<file path="src/rtl/pci_bus_arbiter_if.sv">
// Bus-side signal bundle for the central PCI arbiter: per-master req/gnt plus the
// shared FRAME#/IRDY# lines it observes. All bus lines are active-low.
interface pci_bus_arbiter_if #(
    parameter int NUM_MASTERS = 4,
    parameter int OWNER_W     = 2
);
    logic [NUM_MASTERS-1:0] req;
    logic                   frame;
    logic                   irdy;
    logic [NUM_MASTERS-1:0] gnt;
    logic [OWNER_W-1:0]     owner;
    logic                   owner_valid;
    logic                   timeout;

    // master: the arbiter itself, which masters the grant lines; slave: the bus side.
    modport master (
        input  req, frame, irdy,
        output gnt, owner, owner_valid, timeout
    );

    modport slave (
        output req, frame, irdy,
        input  gnt, owner, owner_valid, timeout
    );
endinterface

</file>
<file path="src/rtl/pci_bus_arbiter.sv">
// Central round-robin PCI arbiter with hidden re-arbitration, a one-cycle all-high
// gap between grantees, and a grant-to-FRAME# timeout for silent masters.
module pci_bus_arbiter #(
    parameter int NUM_MASTERS = 4,
    parameter int OWNER_W     = 2,
    parameter int GNT_TIMEOUT = 16
) (
    input  logic              clk,
    input  logic              rst,
    pci_bus_arbiter_if.master bus
);
    localparam logic [1:0] IDLE  = 2'd0;
    localparam logic [1:0] GRANT = 2'd1;
    localparam logic [1:0] BUSY  = 2'd2;
    localparam logic [1:0] GAP   = 2'd3;

    localparam int                 CNT_W     = $clog2(GNT_TIMEOUT + 1);
    localparam logic [CNT_W-1:0]   CNT_LAST  = CNT_W'(GNT_TIMEOUT - 1);
    localparam logic [OWNER_W-1:0] LAST_INIT = OWNER_W'(NUM_MASTERS - 1);

    logic [1:0]             state_q, state_d;
    logic [NUM_MASTERS-1:0] gnt_q, gnt_d;
    logic [OWNER_W-1:0]     owner_q, owner_d;
    logic [OWNER_W-1:0]     last_owner_q, last_owner_d;
    logic [CNT_W-1:0]       cnt_q, cnt_d;
    logic                   timeout_q, timeout_d;
    logic                   bus_idle_q;

    logic                   bus_idle;
    logic                   start;
    logic                   owner_req;
    logic                   others_req;
    logic [NUM_MASTERS-1:0] owner_mask;
    logic                   win_found;
    logic [OWNER_W-1:0]     win_idx;
    logic [OWNER_W-1:0]     cand;

    assign bus_idle   = bus.frame & bus.irdy;
    // Only a FRAME# fall that follows an idle cycle belongs to the current owner.
    assign start      = bus_idle_q & ~bus.frame;
    assign owner_mask = NUM_MASTERS'(1) << owner_q;
    assign owner_req  = ~bus.req[owner_q];
    assign others_req = |(~bus.req & ~owner_mask);

    // Round-robin search starting just after the most recent grantee.
    always_comb begin
        // NOTE: every always_comb output gets a default first so no latch is inferred.
        win_found = 1'b0;
        win_idx   = last_owner_q;
        cand      = '0;
        for (int i = 1; i <= NUM_MASTERS; i++) begin
            cand = OWNER_W'((int'(last_owner_q) + i) % NUM_MASTERS);
            if (!win_found && !bus.req[cand]) begin
                win_found = 1'b1;
                win_idx   = cand;
            end
        end
    end

    always_comb begin
        state_d      = state_q;
        gnt_d        = gnt_q;
        owner_d      = owner_q;
        last_owner_d = last_owner_q;
        cnt_d        = cnt_q;
        timeout_d    = 1'b0;

        case (state_q)
            // GAP lasts one cycle and then arbitrates exactly like IDLE.
            IDLE, GAP: begin
                gnt_d   = '1;
                state_d = IDLE;
                if (win_found) begin
                    state_d      = GRANT;
                    gnt_d        = ~(NUM_MASTERS'(1) << win_idx);
                    owner_d      = win_idx;
                    last_owner_d = win_idx;
                    cnt_d        = '0;
                end
            end

            GRANT: begin
                if (start) begin
                    state_d = BUSY;
                end else if (!owner_req) begin
                    state_d = GAP;
                    gnt_d   = '1;
                end else if (bus_idle) begin
                    if (cnt_q == CNT_LAST) begin
                        state_d   = GAP;
                        gnt_d     = '1;
                        timeout_d = 1'b1;
                    end else begin
                        cnt_d = cnt_q + 1'b1;
                    end
                end
            end

            BUSY: begin
                if (others_req) begin
                    // Hidden arbitration: owner keeps FRAME# and finishes its cycle.
                    state_d = GAP;
                    gnt_d   = '1;
                end else if (bus_idle) begin
                    if (owner_req) begin
                        state_d = GRANT;
                        cnt_d   = '0;
                    end else begin
                        state_d = GAP;
                        gnt_d   = '1;
                    end
                end
            end

            default: begin
                state_d = IDLE;
                gnt_d   = '1;
            end
        endcase
    end

    always_ff @(posedge clk) begin
        // NOTE: sequential state uses non-blocking assignments only.
        if (rst) begin
            state_q      <= IDLE;
            gnt_q        <= '1;
            owner_q      <= '0;
            last_owner_q <= LAST_INIT;
            cnt_q        <= '0;
            timeout_q    <= 1'b0;
            bus_idle_q   <= 1'b1;
        end else begin
            state_q      <= state_d;
            gnt_q        <= gnt_d;
            owner_q      <= owner_d;
            last_owner_q <= last_owner_d;
            cnt_q        <= cnt_d;
            timeout_q    <= timeout_d;
            bus_idle_q   <= bus_idle;
        end
    end

    assign bus.gnt         = gnt_q;
    assign bus.owner       = owner_q;
    assign bus.owner_valid = ~&gnt_q;
    assign bus.timeout     = timeout_q;
endmodule

</file>
<file path="src/flat_wrapper.sv">
// flat-port wrapper written by rule: the top's interface ports become plain ports
module pci_bus_arbiter_flat 
#(
    parameter int NUM_MASTERS = 4,
    parameter int OWNER_W     = 2,
    parameter int GNT_TIMEOUT = 16
)
  (clk, rst, bus_req, bus_frame, bus_irdy, bus_gnt, bus_owner, bus_owner_valid, bus_timeout);
  pci_bus_arbiter_if #(.NUM_MASTERS(NUM_MASTERS), .OWNER_W(OWNER_W)) bus_i ();
  input  logic clk;
  input  logic rst;
  input wire logic [$bits(bus_i.req)-1:0] bus_req;
  input wire logic [$bits(bus_i.frame)-1:0] bus_frame;
  input wire logic [$bits(bus_i.irdy)-1:0] bus_irdy;
  output wire logic [$bits(bus_i.gnt)-1:0] bus_gnt;
  output wire logic [$bits(bus_i.owner)-1:0] bus_owner;
  output wire logic [$bits(bus_i.owner_valid)-1:0] bus_owner_valid;
  output wire logic [$bits(bus_i.timeout)-1:0] bus_timeout;
  assign bus_i.req = bus_req;
  assign bus_i.frame = bus_frame;
  assign bus_i.irdy = bus_irdy;
  assign bus_gnt = bus_i.gnt;
  assign bus_owner = bus_i.owner;
  assign bus_owner_valid = bus_i.owner_valid;
  assign bus_timeout = bus_i.timeout;
  pci_bus_arbiter #(.NUM_MASTERS(NUM_MASTERS), .OWNER_W(OWNER_W), .GNT_TIMEOUT(GNT_TIMEOUT)) u_core (.clk(clk), .rst(rst), .bus(bus_i));
endmodule
</file>
<file path="config.mk">
export PLATFORM = sky130hd
export DESIGN_NAME = pci_bus_arbiter_flat
export DESIGN_NICKNAME = d
export VERILOG_FILES = /design/src/rtl/pci_bus_arbiter_if.sv /design/src/rtl/pci_bus_arbiter.sv /design/src/flat_wrapper.sv
export SDC_FILE = /design/constraint.sdc
export NUM_CORES = 1
export LEC_CHECK = 0
export BUFFER_PORTS_ARGS = -buffer_cell sky130_fd_sc_hd__buf_2
export CAP_MARGIN = 20
export CORE_AREA = 5 5 52 54
export DETAILED_ROUTE_END_ITERATION = 16
export DIE_AREA = 0 0 57 59
export PLACE_DENSITY = 0.76
export SYNTH_ARGS = -nofsm -noshare
export SYNTH_HDL_FRONTEND = slang
export SYNTH_SLANG_ARGS = --single-unit
</file>
<file path="constraint.sdc">
create_clock -name clk -period 3.85 [get_ports clk]
set_input_delay 1.155 -clock clk [delete_from_list [all_inputs] [get_ports clk]]
set_output_delay 1.155 -clock clk [all_outputs]
set_load 0.05 [all_outputs]
</file>
Yosys cells after proc, flatten, opt, wreduce, memory -nomap -nowiden
Cells that the tools add are included.
Word-level totals
  register bits: 17
  input bits: 8
  output and inout bits: 8
  word-level logic and storage cells: 110
Cells by class
  $add $sub $neg: 5
  magnitude comparators: 5
  eq/ne operators: 18
  shift operators: 2
  mux-type cells: 46
  bitwise gates (word level): 9
  reduce and logical (&&, ||, !) cells: 18
Operators with widths (count)
  5-bit two-way mux: 8
  4-bit two-way mux: 8
  2-bit two-way mux: 11
  2-bit by 3-bit less-than comparator with 1-bit output, second input constant: 5
  5-bit case mux with 3 select lines: 1
  3-bit by 1-bit inequality test with 1-bit output, second input constant: 4
  4-bit inverter: 3
  4-bit case mux with 3 select lines: 1
  1-bit two-way mux: 11
  1-bit binary-select mux with 2-bit select: 5
  2-bit inequality test, second input constant: 5
  4-bit by 1-bit inequality test with 1-bit output, second input constant: 2
  8-bit AND reduction: 1
  1-bit by 2-bit left shift with 4-bit output, first input constant: 2
  1-bit zero test: 6
  2-bit by 1-bit inequality test with 1-bit output, second input constant: 3
  2-bit case mux with 3 select lines: 1
  5-bit by 1-bit adder with 5-bit output, second input constant: 1
  5-bit by 4-bit equality test with 1-bit output, second input constant: 1
  5-bit AND reduction: 1
  5-bit OR reduction: 1
  2-bit by 1-bit adder with 2-bit output, second input constant: 2
  2-bit adder, second input constant: 2
  4-bit bitwise AND: 1
  other kinds (11): 17

Depth between registers and ports, before layout
  depth in word-level cells: 16
  mapped depth: 7
  mapped depth without buffers: 7

Worst setup path before layout
Ideal clock, no wire load.
  kind: in2reg
  start point: input bus_req[2]
  end point: register u_core.cnt_q[0]
  library setup time: 72 ps
  arrival time: 2461 ps
  data required time: 3778 ps
  path slack: 1318 ps
  stages: 6
  path buffers: 1
  path through: buf_4 -> mux4_2 -> o31ai_2 -> o21ai_2 -> a21oi_4 -> mux2i_1
Between the ends
  cells in the longest elaborated chain, start to end: 13
  elaborated cells on any way between the ends: 30
  those cells by class: 4 x eq/ne; 14 x mux; 2 x bitwise; 10 x reduce/logical
RTL lines
  start: declaration: RTL line flat_wrapper.sv:12  | input wire logic [$bits(bus_i.req)-1:0] bus_req;
  1-bit binary-select mux with 2-bit select: RTL line pci_bus_arbiter.sv:53  | if (!win_found && !bus.req[cand]) begin
  1-bit two-way mux (not written as such): RTL line pci_bus_arbiter.sv:53
  1-bit zero test: RTL line pci_bus_arbiter.sv:53
  1-bit logical AND: RTL line pci_bus_arbiter.sv:53
  1-bit two-way mux: RTL line pci_bus_arbiter.sv:53
  1-bit zero test: RTL line pci_bus_arbiter.sv:53
  1-bit logical AND: RTL line pci_bus_arbiter.sv:53
  1-bit two-way mux: RTL line pci_bus_arbiter.sv:53
  1-bit zero test: RTL line pci_bus_arbiter.sv:53
  1-bit logical AND: RTL line pci_bus_arbiter.sv:53
  1-bit two-way mux: RTL line pci_bus_arbiter.sv:53
  2-bit by 1-bit inequality test with 1-bit output (no line)
  8-bit AND reduction (no line) *
  end signal: assignment: RTL line pci_bus_arbiter.sv:137  | cnt_q <= cnt_d;
  end: declaration: RTL line pci_bus_arbiter.sv:25  | logic [CNT_W-1:0] cnt_q, cnt_d;
Every way passes the cells marked *; elsewhere a longest branch is shown, timed or not. The select of a mux whose other input is x is not followed.
A chain may end at the register's enable or synchronous reset.

Final worst setup path
  start point: input bus_req[3]
  end point: register u_core.cnt_q[1]
Same word-level chain as after synthesis.

==> flow_summary.json <==
{
  "status": "finished clean",
  "syn_area_um2": 1130,
  "cts_hold_buf": 0,
  "ant_nets": 0,
  "syn_inst": 128,
  "layout_common_cells": "dfxtp_1 (17), buf_2 (15), nor2_1 (11)",
  "grt_pass1_vias": 894,
  "htree_levels": 1,
  "wl_um": 2150,
  "crit_fanout": 10,
  "cts-root-buf": "clkbuf_4",
  "dr.pass1.iters": 4,
  "final_nets": 152,
  "place_congestion": 0.816,
  "slew_headroom_pct": 63.8,
  "initial_core_util_pct": 51.9,
  "synth_cell_types": 39,
  "gr-total-overflow": 0,
  "fmaxAchievable_ghz": 0.418,
  "setup-tns-final_ns": 0,
  "fp.coreArea_um2": 2170,
  "postCtsSetupBuffers": 0,
  "rsz0062_at_grt": "no",
  "antenna_found_initial": 0,
  "crit_arrival_ns": 2.62,
  "worstPathRequired_ns": 4.08,
  "vias": 950,
  "die-area_um2": 3360,
  "vias_per_cell": 5.69,
  "syn-num-nets": 140,
  "cp-start-kind": "input port",
  "n_fill_cell": 214,
  "clk_pin_slew_ns": 0.10,
  "worst_slew_pin_slew_ns": 0.543,
  "grt-busiest-layer": "met2",
  "async_flop_share_pct": 0,
  "cts_buffers": 3,
  "synth_edf_count": 0,
  "slew_viol_final": 0,
  "wl_per_cell_um": 12.9,
  "clock_sinks": 17,
  "cellPowerDensity_nw_per_um2": 715,
  "endpoint_kind": "register",
  "drc": 0,
  "critPathKind": "in -> reg",
  "p_leak_nw": 0.508,
  "grt_pass1_wl_um": 3840,
  "final_hold_viol_count": 0,
  "use_met1_pct": 18.1,
  "yosysWarnings": 0,
  "synth_ff_type": "dfxtp_1",
  "ctsResizeCount": 0,
  "postSynthAreaPerCell_um2": 8.80,
  "cts.path.max_buffers": 2,
  "io_buffers": 15,
  "syn2layout_area_growth_pct": 6.56,
  "rows": 17,
  "vdd_ir_drop_max_uv": 563,
  "num_io_pins": 16,
  "grt_max_degree": 27,
  "clock_skew_ns": 0.00149,
  "gr-usage-met2_pct": 23.8,
  "cap_violations": 0,
  "die_h_um": 59,
  "hold_ws_ns": 0.480,
  "grt_use_met3_pct": 3.92,
  "hold_path_class": "reg -> reg",
  "cts_tree": "yes",
  "grt_use_total_pct": 14.0,
  "clkLatencyLatePin_ns": 0.29,
  "die-width_um": 57,
  "dpl.hpwl_um": 1640,
  "ys_ff_latch": 17,
  "min_period_over_period_pct": 62.1,
  "final_layout_size_suffix_gt1_share_pct": 18.7,
  "finalWorstPathRequiredPeriod_ns": 2.39,
  "drt-initial-drc-count": 16,
  "diodes": 0,
  "final_common_cell": "dfxtp_1",
  "final-setup-viol-count": 0,
  "yosysSeqAreaShare_pct": 30.2
}
## per-stage QoR
stage | utilization (%) | std cells | setup slack, ns | power [W] | instance area [um^2]
floorplan | - | 128 | 1.32 | 0.000686 | 1130
global placement | 54.0 | 163 | 1.22 | 0.000753 | 1170
detailed placement | 54.0 | 163 | 1.17 | 0.000765 | 1170
CTS | 55.3 | 167 | 1.48 | 0.000863 | 1200
global route | 55.3 | 167 | 1.39 | 0.000929 | 1200
finish | 55.3 | 167 | 1.46 | 0.000858 | 1200
## cells in the mapped netlist, types with 2 or more instances
cell,n,share of area (%)
dfxtp_1,17,30
nor2_1,11,3.7
mux2i_1,9,8.0
nand2_1,8,2.7
nand2b_1,8,4.4
inv_1,6,2.0
a21oi_1,5,2.2
buf_6,4,4.0
ha_1,4,4.4
nand3b_1,4,2.7
nor3_1,4,1.8
o21ai_0,4,1.8
a21o_1,3,2.0
clkbuf_1,3,1.0
nand3_1,3,1.3
nor3b_1,3,2.0
nor4b_1,3,2.3
o2bb2ai_1,3,2.3
a221oi_1,2,1.6
and3_1,2,1.1
nand4_1,2,1.1
or3b_1,2,1.6
or3b_2,2,1.6
## final timing paths
path                            slack (ns)           endpoint  cells past startpoint       startpoint
worst max-delay path                  1.46    u_core.cnt_q[1]                      6       bus_req[3]
worst max register to register        1.80  u_core.bus.gnt[2]                      7  u_core.cnt_q[0]
worst min register to register        0.48    u_core.cnt_q[4]                      2  u_core.cnt_q[4]
worst min-delay path                  0.48    u_core.cnt_q[4]                      2  u_core.cnt_q[4]
## kinds of logic after synthesis
family                     count (synthesis)  synth area share (%)
DFF                                       17                  30.2
and+or+nand+nor                           55                  28.0
muxes                                     10                  10.0
buffers and inverters                     14                  7.67
AOI/OAI and AO/OA                         28                  19.7
adders and majority gates                  4                  4.44
## worst max-delay path, cell delays in order
cell and delay (ns):
buf_2 0.14, mux4_2 0.54, o31ai_2 0.23, o21ai_2 0.13, a21oi_4 0.22, mux2i_1 0.20
## cell type report
class	instances	area (um^2)	area share, %
Clock buffer	3	22.5	1.88
Clock inverter	1	5.00	0.417
Inverter	6	22.5	1.88
Multi-Input combinational cell	97	699	58.3
Sequential cell	17	340	28.4
Tap cell	28	35.0	2.92
Timing Repair Buffer	15	75.1	6.26
## flip-flops by register name, indices dropped and copies added, names as in the netlist
| name | cells |
|---|---|
| u_core.bus.gnt | 4 |
| u_core.bus.owner | 2 |
| u_core.bus.timeout | 1 |
| u_core.bus_idle_q | 1 |
| u_core.cnt_q | 5 |
| u_core.last_owner_q | 2 |
| u_core.state_q | 2 |
## power by group
part / switching, W / leakage, nW / internal, W
Combinational: 0.000306 / 0.351 / 0.000180
Clock: 0.0000565 / 0.0177 / 0.0000386
Sequential: 0.0000544 / 0.139 / 0.000223
## layer usage
layer | routed length (um) | vias to the layer above
li1 | - | 489
met1 | 964 | 442
met2 | 1060 | 19
met3 | 126 | 0
met4 | 0 | 0
met5 | 0 | -
No activity file was read; power rests on OpenSTA's default activity.
